--- config.mk ---
export PLATFORM = sky130hd
export DESIGN_NAME = muldiv_ctrl
export DESIGN_NICKNAME = d
export VERILOG_FILES = /design/src/rtl/muldiv_ctrl.sv
export SDC_FILE = /design/constraint.sdc
export NUM_CORES = 2
export LEC_CHECK = 0
export BUFFER_PORTS_ARGS = -buffer_cell sky130_fd_sc_hd__clkbuf_2
export CAP_MARGIN = 20
export CORE_UTILIZATION = 69
export CTS_CLUSTER_DIAMETER = 80
export DETAILED_ROUTE_END_ITERATION = 8
export HOLD_SLACK_MARGIN = 0.02
export PLACE_DENSITY_LB_ADDON = 0.1
export SLEW_MARGIN = 25
export SYNTH_ARGS = -nofsm -noshare
export SYNTH_HDL_FRONTEND = slang
export SYNTH_SLANG_ARGS = --single-unit
--- constraint.sdc ---
create_clock -name clk -period 19.35 [get_ports clk]
set_input_delay 0.9675 -clock clk [delete_from_list [all_inputs] [get_ports clk]]
set_output_delay 0.9675 -clock clk [all_outputs]
set_load 0.1 [all_outputs]
--- src/rtl/muldiv_ctrl.sv ---
// -----------------------------------------------------------------------------
// muldiv_ctrl
//   Multiply/divide sequencer for the HI/LO path. Accepts MULT, MULTU, DIV,
//   DIVU, MTHI and MTLO from EX. It runs a one-cycle registered multiply or a
//   32-iteration restoring divide, stalls EX while busy, and then drives the
//   HI/LO register write port for one cycle.
//
// Ports
//   clk        in   system clock, rising edge
//   reset      in   synchronous active-high reset
//   op_valid   in   first-cycle-in-EX pulse for the current instruction
//   op_code    in   1 MULT, 2 MULTU, 3 DIV, 4 DIVU, 5 MTHI, 6 MTLO (0/7 ignored)
//   src_a      in   rs operand (dividend / multiplicand / MTHI-MTLO data)
//   src_b      in   rt operand (divisor / multiplier)
//   flush      in   kills the op in flight and suppresses any write this cycle
//   busy       out  stall request to EX
//   hilo_mode  out  00 none, 01 LO only, 10 HI only, 11 both
//   hilo_hi    out  HI write data
//   hilo_lo    out  LO write data
// -----------------------------------------------------------------------------
module muldiv_ctrl (
  input  logic        clk,
  input  logic        reset,
  input  logic        op_valid,
  input  logic [2:0]  op_code,
  input  logic [31:0] src_a,
  input  logic [31:0] src_b,
  input  logic        flush,
  output logic        busy,
  output logic [1:0]  hilo_mode,
  output logic [31:0] hilo_hi,
  output logic [31:0] hilo_lo
);

  typedef enum logic [1:0] {
    IDLE = 2'd0,
    MUL  = 2'd1,
    DIV  = 2'd2,
    WB   = 2'd3
  } state_t;

  localparam logic [2:0] OP_MULT  = 3'd1;
  localparam logic [2:0] OP_MULTU = 3'd2;
  localparam logic [2:0] OP_DIV   = 3'd3;
  localparam logic [2:0] OP_DIVU  = 3'd4;
  localparam logic [2:0] OP_MTHI  = 3'd5;
  localparam logic [2:0] OP_MTLO  = 3'd6;

  state_t      state_q, state_d;
  logic [2:0]  opCode_q, opCode_d;
  logic [31:0] opA_q, opA_d;
  logic [31:0] opB_q, opB_d;
  logic        signA_q, signA_d;
  logic        signB_q, signB_d;
  logic [4:0]  cnt_q, cnt_d;
  logic [63:0] work_q, work_d;
  logic [31:0] hi_q, hi_d;
  logic [31:0] lo_q, lo_d;

  logic        accept;
  logic        isLongOp;
  logic [31:0] absA, absB;
  logic [63:0] extA, extB, product;
  logic [32:0] remShift;
  logic        divGeq;
  logic [31:0] remNext;
  logic [63:0] workIter;
  logic [31:0] quotFix, remFix;

  // An op is taken only from IDLE or WB (the WB cycle frees EX), and never
  // while a flush is pending. MUL/DIV ignore op_valid since busy holds EX.
  always_comb begin
    accept   = op_valid && (op_code != 3'd0) && (op_code != 3'd7) && !flush &&
               ((state_q == IDLE) || (state_q == WB));
    isLongOp = (op_code == OP_MULT) || (op_code == OP_MULTU) ||
               (op_code == OP_DIV)  || (op_code == OP_DIVU);
  end

  // Stall covers the accept cycle of a long op and every MUL/DIV cycle; WB
  // leaves it low so the owning instruction moves on while its result writes.
  always_comb begin
    busy = (accept && isLongOp) || (state_q == MUL) || (state_q == DIV);
  end

  // A squashed or reset cycle must never write HI/LO, even from WB.
  always_comb begin
    hilo_mode = 2'b00;
    if ((state_q == WB) && !flush && !reset) begin
      case (opCode_q)
        OP_MTHI: hilo_mode = 2'b10;
        OP_MTLO: hilo_mode = 2'b01;
        default: hilo_mode = 2'b11;
      endcase
    end
    hilo_hi = hi_q;
    hilo_lo = lo_q;
  end

  // Arithmetic helpers. The product is taken modulo 2^64 on extended operands,
  // which yields the correct signed or unsigned 64-bit result.
  // The restoring step compares the 33-bit shifted remainder against the
  // divisor; when it fits, the difference is below 2^32 so the low 32 bits of
  // the subtraction are exact. A zero divisor always "fits", giving all-ones
  // quotient and the dividend back as remainder.
  always_comb begin
    absA     = src_a[31] ? (32'd0 - src_a) : src_a;
    absB     = src_b[31] ? (32'd0 - src_b) : src_b;
    extA     = (opCode_q == OP_MULT) ? {{32{opA_q[31]}}, opA_q} : {32'd0, opA_q};
    extB     = (opCode_q == OP_MULT) ? {{32{opB_q[31]}}, opB_q} : {32'd0, opB_q};
    product  = extA * extB;
    remShift = work_q[63:31];
    divGeq   = remShift >= {1'b0, opB_q};
    remNext  = divGeq ? (remShift[31:0] - opB_q) : remShift[31:0];
    workIter = {remNext, work_q[30:0], divGeq};
    quotFix  = workIter[31:0];
    remFix   = workIter[63:32];
    if (opCode_q == OP_DIV) begin
      if (signA_q ^ signB_q) begin
        quotFix = 32'd0 - workIter[31:0];
      end
      if (signA_q) begin
        remFix = 32'd0 - workIter[63:32];
      end
    end
  end

  // Next-state logic. Flush wins over everything and clears the divider.
  always_comb begin
    state_d = state_q;
    if (flush) begin
      state_d = IDLE;
    end else begin
      case (state_q)
        IDLE, WB: begin
          state_d = IDLE;
          if (accept) begin
            case (op_code)
              OP_MULT, OP_MULTU: state_d = MUL;
              OP_DIV, OP_DIVU:   state_d = DIV;
              default:           state_d = WB;
            endcase
          end
        end
        MUL: state_d = WB;
        DIV: begin
          if (cnt_q == 5'd31) begin
            state_d = WB;
          end
        end
        default: state_d = IDLE;
      endcase
    end
  end

  // Datapath next-state. Results are loaded into the HI/LO data registers on
  // the edge entering WB, so they are stable for the whole WB cycle and then
  // hold afterwards. MTHI/MTLO load their data at the accept edge.
  always_comb begin
    opCode_d = opCode_q;
    opA_d    = opA_q;
    opB_d    = opB_q;
    signA_d  = signA_q;
    signB_d  = signB_q;
    cnt_d    = cnt_q;
    work_d   = work_q;
    hi_d     = hi_q;
    lo_d     = lo_q;
    if (flush) begin
      cnt_d  = 5'd0;
      work_d = 64'd0;
    end else if (accept) begin
      opCode_d = op_code;
      opA_d    = src_a;
      opB_d    = src_b;
      signA_d  = 1'b0;
      signB_d  = 1'b0;
      cnt_d    = 5'd0;
      work_d   = 64'd0;
      case (op_code)
        OP_DIV: begin
          signA_d = src_a[31];
          signB_d = src_b[31];
          opB_d   = absB;
          work_d  = {32'd0, absA};
        end
        OP_DIVU: work_d = {32'd0, src_a};
        OP_MTHI: hi_d = src_a;
        OP_MTLO: lo_d = src_a;
        default: ;
      endcase
    end else begin
      case (state_q)
        MUL: begin
          hi_d = product[63:32];
          lo_d = product[31:0];
        end
        DIV: begin
          work_d = workIter;
          cnt_d  = cnt_q + 5'd1;
          if (cnt_q == 5'd31) begin
            hi_d = remFix;
            lo_d = quotFix;
          end
        end
        default: ;
      endcase
    end
  end

  // State and datapath registers with synchronous reset.
  always_ff @(posedge clk) begin
    if (reset) begin
      state_q  <= IDLE;
      opCode_q <= 3'd0;
      opA_q    <= 32'd0;
      opB_q    <= 32'd0;
      signA_q  <= 1'b0;
      signB_q  <= 1'b0;
      cnt_q    <= 5'd0;
      work_q   <= 64'd0;
      hi_q     <= 32'd0;
      lo_q     <= 32'd0;
    end else begin
      state_q  <= state_d;
      opCode_q <= opCode_d;
      opA_q    <= opA_d;
      opB_q    <= opB_d;
      signA_q  <= signA_d;
      signB_q  <= signB_d;
      cnt_q    <= cnt_d;
      work_q   <= work_d;
      hi_q     <= hi_d;
      lo_q     <= lo_d;
    end
  end

endmodule

==> run_results.csv <==
group,metric,value,unit
outcome,status,"finished clean",
synthesis,ys_seq_area_frac,0.0666,
synthesis,avgSynthCellArea,8.73,sq um
synthesis,yosys.area.top_type,"fa_1",
detailed_routing,via_count,49500,
timing,grt_setup_unrepaired,"no",
synthesis,synth-simple-area-share,0.149,
floorplan,core,87400,sq um
global_routing,grt_pass1_wl,300000,microns
synthesis,synth-edff-count,0,
worst_setup_path,worst-setup-path-type,"reg -> reg",
power,p_int,0.00100,W
worst_setup_path,cp.required,19770,ps
worst_setup_path,cpLargestDelayFamily,"adder cells",
cells_and_area,drive_gt1_frac,0.0484,
timing,period_minus_slack,11100,ps
floorplan,initial_core_util,0.702,
global_routing,grt_pass1_vias,51600,
global_routing,grt_max_degree,90,
power,p_comb_frac,0.552,
min_path,min_path_type,"reg -> reg",
worst_setup_path,worstPathArrival,11520,ps
worst_setup_path,critPathCaptureType,"register",
floorplan,io-pin-count,138,
detailed_routing,drt-initial-drc-count,4826,
synthesis,synth-xor-area-share,0.0318,
timing,max_slew.worst_pin.slew,1060,ps
synthesis,yosys.cell_types.count,93,
clock_network,numCtsBuffers,22,
placement,gp_congestion,1.06,
worst_setup_path,crit_fanout,27,
synthesis,syn_nets,8867,
synthesis,ys_async_sr_fraction,0,
cells_and_area,fillers,6872,
timing,holdWs,453,ps
clock_network,post_cts_buffers,0,
synthesis,synthTopCellsByArea,"fa_1, inv_1, ha_1",
global_routing,antenna_found_initial,9,
clock_network,clkLatencyLatePin,560,ps
timing,finalHoldViolCount,0,
placement,hpwl,152000,microns
timing,skew,33.2,ps
power,power_frac_seq,0.233,
floorplan,rows,108,
timing,fin_ws,8250,ps
detailed_routing,ant_nets,0,
job,cap_violations,0,
cells_and_area,syn2layout_area_growth,3.44,%
clock_network,cts_hold_buffers,0,
detailed_routing,drt-pass1-iter-count,7,
timing,setup_violations,0,
floorplan,die_h,300,microns
clock_network,cts.clk_slew.worst_paths,70,ps
cells_and_area,fin_cells,8057,
synthesis,yosys_warnings,0,
power,ir_worst_vdd,0.0649,mV
detailed_routing,drcViolationCount,0,
timing,setup-tns-final,0,ps
cells_and_area,num-nets-final,8723,
clock_network,cts_resized,0,
synthesis,ys.flop_type,"dfxtp_1",
synthesis,synth_seq_cells,204,
timing,finalCritPeriodShare,0.574,
timing,max_freq,0.0901,GHz
synthesis,synthMuxAreaShare,0.00744,
worst_setup_path,slowest_delay,900,ps
synthesis,synth_compound_area_frac,0.0880,
detailed_routing,drt-total-wl,194000,microns
synthesis,synth_top_family_by_area,"adder cells",
clock_network,htreeDepth,1,
power,clkPwrFrac,0.216,
worst_setup_path,cp-start-kind,"register",
power,p_sw,0.00101,W
synthesis,synthAdderAreaFrac,0.535,
cells_and_area,post-route-util,0.726,
timing,maxSlewViolCount,0,
power,swShare,0.501,
placement,port_buffers,137,
clock_network,clockBufferDepth,3,
floorplan,die-area,90100,sq um
clock_network,cts_tree,"built",
global_routing,grt_overflow,0,
global_routing,grt_use_total,0.444,
worst_setup_path,cpMostUsedCell,"fa_1",
worst_setup_path,crit_path_top_delay_cell,"fa_1",
placement,dp.cells,8013,
synthesis,syn_inst,7027,
timing,slew_headroom,0.293,
clock_network,clkSinkCount,204,
detailed_routing,wl_per_cell,24.0,microns
placement,dp_worst_setup_slack,8440,ps
floorplan,die_w,300,microns
worst_setup_path,critPathBufInv,8,
clock_network,cts_root_buffer,"clkbuf_16",
power,p_per_area,31.7,nW/um^2
synthesis,netlist_area,61300,sq um
detailed_routing,drt-vias-per-instance,6.15,
synthesis,synth_top_area_frac,0.463,
power,leakage,31.8,nW
==> cell usage in the layout (no fill, tap or decap), types with 10 or more instances in the layout <==
| cell | instances |
|---|---|
| a211oi_1 | 56 |
| a21o_1 | 36 |
| a21oi_1 | 280 |
| a311oi_1 | 16 |
| a31oi_1 | 43 |
| and2_1 | 404 |
| and3_1 | 41 |
| and4_1 | 14 |
| buf_4 | 96 |
| clkbuf_16 | 22 |
| clkbuf_2 | 136 |
| dfxtp_1 | 200 |
| fa_1 | 1420 |
| ha_1 | 348 |
| inv_1 | 1588 |
| mux2i_1 | 40 |
| nand2_1 | 909 |
| nand2b_1 | 20 |
| nand3_1 | 48 |
| nand4_1 | 23 |
| nor2_1 | 276 |
| nor2b_1 | 28 |
| nor3_1 | 55 |
| nor4_1 | 22 |
| o211ai_1 | 41 |
| o21a_1 | 15 |
| o21ai_0 | 198 |
| o21bai_1 | 14 |
| o221ai_1 | 10 |
| o22ai_1 | 15 |
| o31ai_1 | 19 |
| o41ai_1 | 11 |
| or2_2 | 12 |
| or3_1 | 28 |
| or4_1 | 10 |
| xnor2_1 | 141 |
| xor2_1 | 82 |
==> through the flow <==
step	instance area, sq um	total power [W]
after floorplan	61300	0.00119
after global placement	62700	0.00153
after detailed placement	62700	0.00155
after CTS	63400	0.00198
after global routing	63500	0.00211
final	63500	0.00201
==> cell type report <==
cell class	instances	area (sq um)	share of cell area
flip-flops and latches	204	4090	0.0644
inverters	1589	5960	0.0940
repair buffers	233	1420	0.0223
well taps	1155	1450	0.0228
diodes	3	7.51	0.000118
clock buffers	32	658	0.0104
multi-input cells	4833	49800	0.785
clock inverters	8	57.6	0.000907
==> worst paths after layout <==
path                            cells after the start  slack, ps                      from                  endpoint
worst min-delay path                                2        450  hilo_lo[30]$_SDFFE_PP0P_  hilo_lo[30]$_SDFFE_PP0P_
worst max register to register                     32       8250  opCode_q[0]$_SDFFE_PP0P_  hilo_hi[30]$_SDFFE_PP0P_
worst min register to register                      2        450  hilo_lo[30]$_SDFFE_PP0P_  hilo_lo[30]$_SDFFE_PP0P_
worst max-delay path                               32       8250  opCode_q[0]$_SDFFE_PP0P_  hilo_hi[30]$_SDFFE_PP0P_
==> metal layers <==
layer | up-vias | GRT usage | wire, microns
met5 | - | 0 | 27
met4 | 4 | 0.276 | 15100
met3 | 755 | 0.0929 | 20700
met2 | 2898 | 0.702 | 89000
met1 | 24900 | 0.564 | 68700
li1 | 21000 | - | -
==> worst register-to-register path: cells and delay by family (launching register included) <==
family                   cells  cell delay (ps)
AND/OR/NAND/NOR              8             1680
buffers and inverters        8             1520
flip-flops                   1              340
adder cells (fa/ha/maj)     11             5990
AO/OA/AOI/OAI                5             1460
==> power by group through the flow <==
stage | logic [W] | registers, W | clock network (W)
final | 0.00111 | 0.000469 | 0.000435
after global routing | 0.00119 | 0.000470 | 0.000449
after CTS | 0.00108 | 0.000467 | 0.000429
after detailed placement | 0.00107 | 0.000477 | 0
after global placement | 0.00106 | 0.000476 | 0
after floorplan | 0.000659 | 0.000530 | 0
==> logic make-up (layout without fill, tap and decap cells) <==
| kind of cell | Yosys count | in the layout |
|---|---|---|
| adders and majority gates | 1773 | 1773 |
| and+or+nand+nor | 1933 | 1933 |
| AOI/OAI and AO/OA | 859 | 859 |
| xor gates and xnor gates | 223 | 223 |
| muxes | 45 | 45 |
| other | 0 | 3 |
| buffers and inverters | 1990 | 1862 |
| DFF | 204 | 204 |
==> synthesized netlist by cell type (all sizes together) (19+ instances only) <==
| cell type | number |
|---|---|
| a211oi | 57 |
| a21o | 36 |
| a21oi | 281 |
| a31oi | 43 |
| and2 | 406 |
| and3 | 42 |
| buf | 37 |
| clkbuf | 364 |
| dfxtp | 204 |
| fa | 1420 |
| ha | 349 |
| inv | 1589 |
| mux2i | 40 |
| nand2 | 911 |
| nand2b | 22 |
| nand3 | 48 |
| nand4 | 24 |
| nor2 | 281 |
| nor2b | 29 |
| nor3 | 56 |
| nor4 | 23 |
| o211ai | 41 |
| o21ai | 204 |
| o31ai | 19 |
| or3 | 33 |
| xnor2 | 141 |
| xor2 | 82 |
==> sequential cells by signal, indices dropped and copies added, names as in the netlist <==
name and count:
signA_q 1, cnt_q 5, opB_q 32, work_q 64, hilo_lo 32, signB_q 1
state_q 2, hilo_hi 32, opA_q 32, opCode_q 3
Power figures use the tool's default switching activity.
